[config.mk]
export PLATFORM = sky130hd
export DESIGN_NAME = stream_fifo
export DESIGN_NICKNAME = d
export VERILOG_FILES = /design/src/rtl/stream_fifo.sv
export SDC_FILE = /design/constraint.sdc
export NUM_CORES = 1
export LEC_CHECK = 0
export CAP_MARGIN = 40
export CELL_PAD_IN_SITES_DETAIL_PLACEMENT = 0
export CELL_PAD_IN_SITES_GLOBAL_PLACEMENT = 2
export CORE_MARGIN = 2
export CORE_UTILIZATION = 40
export CTS_CLUSTER_SIZE = 24
export DETAILED_ROUTE_END_ITERATION = 6
export PLACE_DENSITY_LB_ADDON = 0.12
export SETUP_SLACK_MARGIN = 0.02
export SLEW_MARGIN = 10
export SYNTH_ARGS = -nofsm -noshare
export SYNTH_HDL_FRONTEND = slang
export SYNTH_SLANG_ARGS = --single-unit
[constraint.sdc]
create_clock -name clk_i -period 3 [get_ports clk_i]
set_clock_uncertainty 0.15 [all_clocks]
set_input_delay 0.75 -clock clk_i [delete_from_list [all_inputs] [get_ports clk_i]]
set_output_delay 0.75 -clock clk_i [all_outputs]
set_load 0.01 [all_outputs]
[src/rtl/stream_fifo.sv]
// ---------------------------------------------------------------------------
// stream_fifo
//   Registered-output valid/ready stream FIFO. It absorbs the output of the
//   upstream delay stage and decouples it from the consumer. Both handshake
//   flags are plain registers, so ready_o never depends combinationally on
//   ready_i or valid_i. In steady state it moves one word per cycle.
//
// Parameters
//   width_p : data word width in bits (>=1)
//   depth_p : number of storage entries (power of two, >=2)
//
// Ports
//   clk_i    : clock, rising-edge active
//   reset_ni : asynchronous active-low reset, released synchronously
//   data_i   : write data from upstream
//   valid_i  : upstream presents a word on data_i
//   ready_o  : FIFO accepts a word this cycle (registered)
//   valid_o  : data_o holds a valid word (registered)
//   data_o   : head-of-FIFO word, read from storage registers only
//   ready_i  : downstream accepts data_o this cycle
//
// Optional build macro STREAM_FIFO_COUNT_EN adds:
//   count_o  : registered occupancy, 0..depth_p
//   hwm_o    : highest occupancy seen since reset
// ---------------------------------------------------------------------------
module stream_fifo #(
    parameter int width_p = 8,
    parameter int depth_p = 8
) (
    input  logic               clk_i,
    input  logic               reset_ni,
    input  logic [width_p-1:0] data_i,
    input  logic               valid_i,
    output logic               ready_o,
    output logic               valid_o,
    output logic [width_p-1:0] data_o,
    input  logic               ready_i
`ifdef STREAM_FIFO_COUNT_EN
    ,
    output logic [$clog2(depth_p):0] count_o,
    output logic [$clog2(depth_p):0] hwm_o
`endif
);

    localparam int AW = $clog2(depth_p);
    localparam int PW = AW + 1;
    localparam logic [PW-1:0] FULL_CNT = PW'(depth_p);

    // Pointers carry one extra wrap bit so that full (difference depth_p)
    // and empty (difference 0) are distinguishable without a flag.
    logic [PW-1:0]      wr_ptr, rd_ptr;
    logic [PW-1:0]      wr_ptr_next, rd_ptr_next;
    logic [PW-1:0]      count_next;
    logic               push, pop;
    logic [width_p-1:0] mem [depth_p];

    assign push = valid_i & ready_o;
    assign pop  = valid_o & ready_i;

    always_comb begin
        wr_ptr_next = wr_ptr + PW'(push);
        rd_ptr_next = rd_ptr + PW'(pop);
        count_next  = wr_ptr_next - rd_ptr_next;
    end

    // ready_o resets to 0 and rises on the first edge after release, because
    // count_next is 0 there and so differs from FULL_CNT.
    always_ff @(posedge clk_i or negedge reset_ni) begin
        if (!reset_ni) begin
            wr_ptr  <= '0;
            rd_ptr  <= '0;
            ready_o <= 1'b0;
            valid_o <= 1'b0;
        end else begin
            wr_ptr  <= wr_ptr_next;
            rd_ptr  <= rd_ptr_next;
            ready_o <= (count_next != FULL_CNT);
            valid_o <= (count_next != '0);
        end
    end

    // Storage is data only: no reset, written at the write index on push.
    always_ff @(posedge clk_i) begin
        if (push) begin
            mem[wr_ptr[AW-1:0]] <= data_i;
        end
    end

    // Head word comes from storage only; there is no bypass from data_i.
    assign data_o = mem[rd_ptr[AW-1:0]];

`ifdef STREAM_FIFO_COUNT_EN
    function automatic logic [PW-1:0] max_cnt(input logic [PW-1:0] a,
                                              input logic [PW-1:0] b);
        return (a > b) ? a : b;
    endfunction

    // Occupancy never exceeds depth_p, so the high-water mark saturates there
    // without any explicit clamp.
    always_ff @(posedge clk_i or negedge reset_ni) begin
        if (!reset_ni) begin
            count_o <= '0;
            hwm_o   <= '0;
        end else begin
            count_o <= count_next;
            hwm_o   <= max_cnt(hwm_o, count_next);
        end
    end
`endif

endmodule

==> results.yml <==
finish:
  nets: 211
  utilization: 0.513
  area_delta_synth_final_pct: 24.3
  drive_gt1_frac: 0.294
  diodes: 0
  stdcell_count: 296
  fin_area_um2: 3740
global_route:
  grtUsageTotal: 0.139
  grt-ovfl-total: 0
  grt_max_degree: 17
  antenna_found_initial: 0
  grt_pass1_wl_um: 8340
  grt_pass1_vias: 1555
place:
  pre_cts_ws_ps: -235
  place_congestion: 0.709
  port_buffers: 21
  dpl-instance-area_um2: 3470
  dp_hpwl_um: 3390
  place_inst: 277
power_and_ir_drop:
  p_total_mw: 3.81
  peakVddDrop_uv: 753
  p_int_mw: 2.77
  seqPwrFrac: 0.372
  comb_power_share: 0.365
  p_switching_mw: 1.04
  clock_power_share: 0.263
  p_leak_nw: 1.37
  powerDensity_nw_per_um2: 1020
  power.share.switching: 0.274
worst_setup_path:
  ff2ff_setup_slack_ps: 510
  rr_startpoint: "rd_ptr[0]"
  critPathArrivalTime_ps: 2010
  endpoint: "data_o[1]"
  r2r-end: "ready_o"
  crit_path_start: "rd_ptr[0]"
  reg2reg_depth: 9
  end_kind: "primary output"
  critical_path_required_ps: 2100
  worstSetupPathType: "register to primary output"
  cp-start-kind: "register"
  cp_max_fo: 8
sta:
  setup-violations-final: 0
  slew_viol_final: 0
  slew_headroom: 0.669
  tightest_slew_ps: 497
  max_freq_mhz: 344
  fin_ws_ps: 93.5
  rsz0062_at_grt: "yes"
  hold_viol_final: 0
  post-route-period-util: 0.969
  period_needed_ps: 2910
clock_network:
  htree_levels: 3
  clockBufferDepth: 2
  clock_latency_ps: 330
  cts_tree: "done"
  numCtsBuffers: 9
  numClockSinks: 74
  cts.clk_slew.worst_paths_ps: 70
  root_buffer: "clkbuf_8"
route:
  routed_wl_um: 5300
  via_per_inst: 4.87
  drt_pass1_iterations: 6
  wire_per_inst_um: 17.9
  postRouteAntennaNets: 0
  num_vias: 1441
  initialDrtViolationCount: 127
  drc: 0
job:
  drv_cap: 0
floorplan:
  boundaryPins: 22
  initial_core_util: 0.413
  rows: 31
  die_area_um2: 8240
  core_area_um2: 7290
  die_w_um: 90.8
  dieHeight_um: 90.8
synth:
  syn_inst: 143
  syn-num-nets: 162
  yosysSeqAreaShare: 0.721
  post_synth.cell_area_avg_um2: 21.1
  ys_seq_elements: 74
  synth_area_um2: 3010
  synth_cell_types: 24
  yosysWarnings: 0
hold_path:
  hold_class: "register to register"
  hp-start: "rd_ptr[3]"
status:
  status: "finished, final reports clean"
worst max-delay path: stages, from the launching register on:
cell and delay [ps]:
dfrtp_2 370, buf_4 120, buf_12 130, mux4_1 550, mux2_2 280, clkdlybuf4s15_1 230
power groups by stage:
| stage | registers (mW) | logic (mW) | clock network [mW] |
|---|---|---|---|
| after detailed placement | 1.45 | 1.38 | 0 |
| after global routing | 1.44 | 1.52 | 1.07 |
| after global placement | 1.44 | 1.36 | 0 |
| final | 1.42 | 1.39 | 1.00 |
| after floorplan | 1.39 | 0.921 | 0 |
| after CTS | 1.42 | 1.41 | 1.02 |
registers in the layout, summed over array words and instances, names as in the netlist:
register / count
wr_ptr: 4
ready_o: 1
valid_o: 1
rd_ptr: 4
mem: 64
placed cells by master, fill, tap and decap left out, types with 5 or more instances in the layout:
cell / instances
ha_1: 7
mux4_2: 8
nor2_1: 6
mux4_1: 8
edfxtp_1: 64
mux2_2: 8
dfrtp_1: 9
clkdlybuf4s50_1: 13
nand2b_1: 5
buf_4: 18
clkbuf_8: 9
metal layers:
layer  vias to the layer above  global-route usage  part of all wire
met3                         8              0.0284             0.031
met4                         0              0.0720             0.016
li1                        669                   -                 -
met2                        25               0.224              0.50
met5                         -                   0                 0
met1                       739               0.178              0.46
repair_timing:
action                     CTS  global route
gates cloned                 1             0
resized for setup           13            14
pin swaps                    0             0
setup endpoints to repair    8             8
setup buffers                2             0
hold buffers                 0             0
how the worst min path moves through the flow:
| stage | end | cells after the start |
|---|---|---|
| after global routing | rd_ptr[3] | 1 |
| final | rd_ptr[3] | 1 |
| after floorplan | rd_ptr[0] | 0 |
| after detailed placement | rd_ptr[3] | 1 |
| after CTS | rd_ptr[3] | 1 |
| after global placement | wr_ptr[3] | 1 |
area by class of cell:
type                       count  area (µm²)
fill                         626        3550
sequential                    74        2170
multi-input combinational     60         758
timing repair buffer          43         408
clock inverter                 6         138
clock buffer                  10         128
tap                           99         124
inverter                       4        15.0
synthesized netlist by cell type, drive strengths merged:
cell    count  area share
edfxtp     64        0.64
mux4       16        0.14
dfrtp      10       0.083
mux2        8       0.030
ha          7       0.029
nor2        6      0.0075
nand2b      5       0.010
buf         4       0.014
inv         4      0.0050
xnor2       4       0.014
nand2       3      0.0037
and2        2      0.0042
nand3       2      0.0033
nor3        2      0.0033
a21o        1      0.0025
a21oi       1      0.0017
and3        1      0.0021
clkbuf      1      0.0012
xnor3       1      0.0075
xor2        1      0.0029
per-stage QoR:
step / setup TNS (ps) / hold slack, ps
after detailed placement: -349 / 345
after floorplan: 0 / 303
after global placement: -236 / 347
after global routing: 0 / 380
final: 0 / 352
after CTS: 0 / 360
kinds of logic after synthesis:
family                   after synthesis  share of synthesized area
flip-flops                            74                      0.721
AND/OR/NAND/NOR                       21                     0.0345
buffers and inverters                  9                     0.0199
AO/OA/AOI/OAI                          2                    0.00415
XOR/XNOR                               6                     0.0245
adder cells (fa/ha/maj)                7                     0.0291
multiplexers                          24                      0.167
Power figures use the tool's default switching activity.
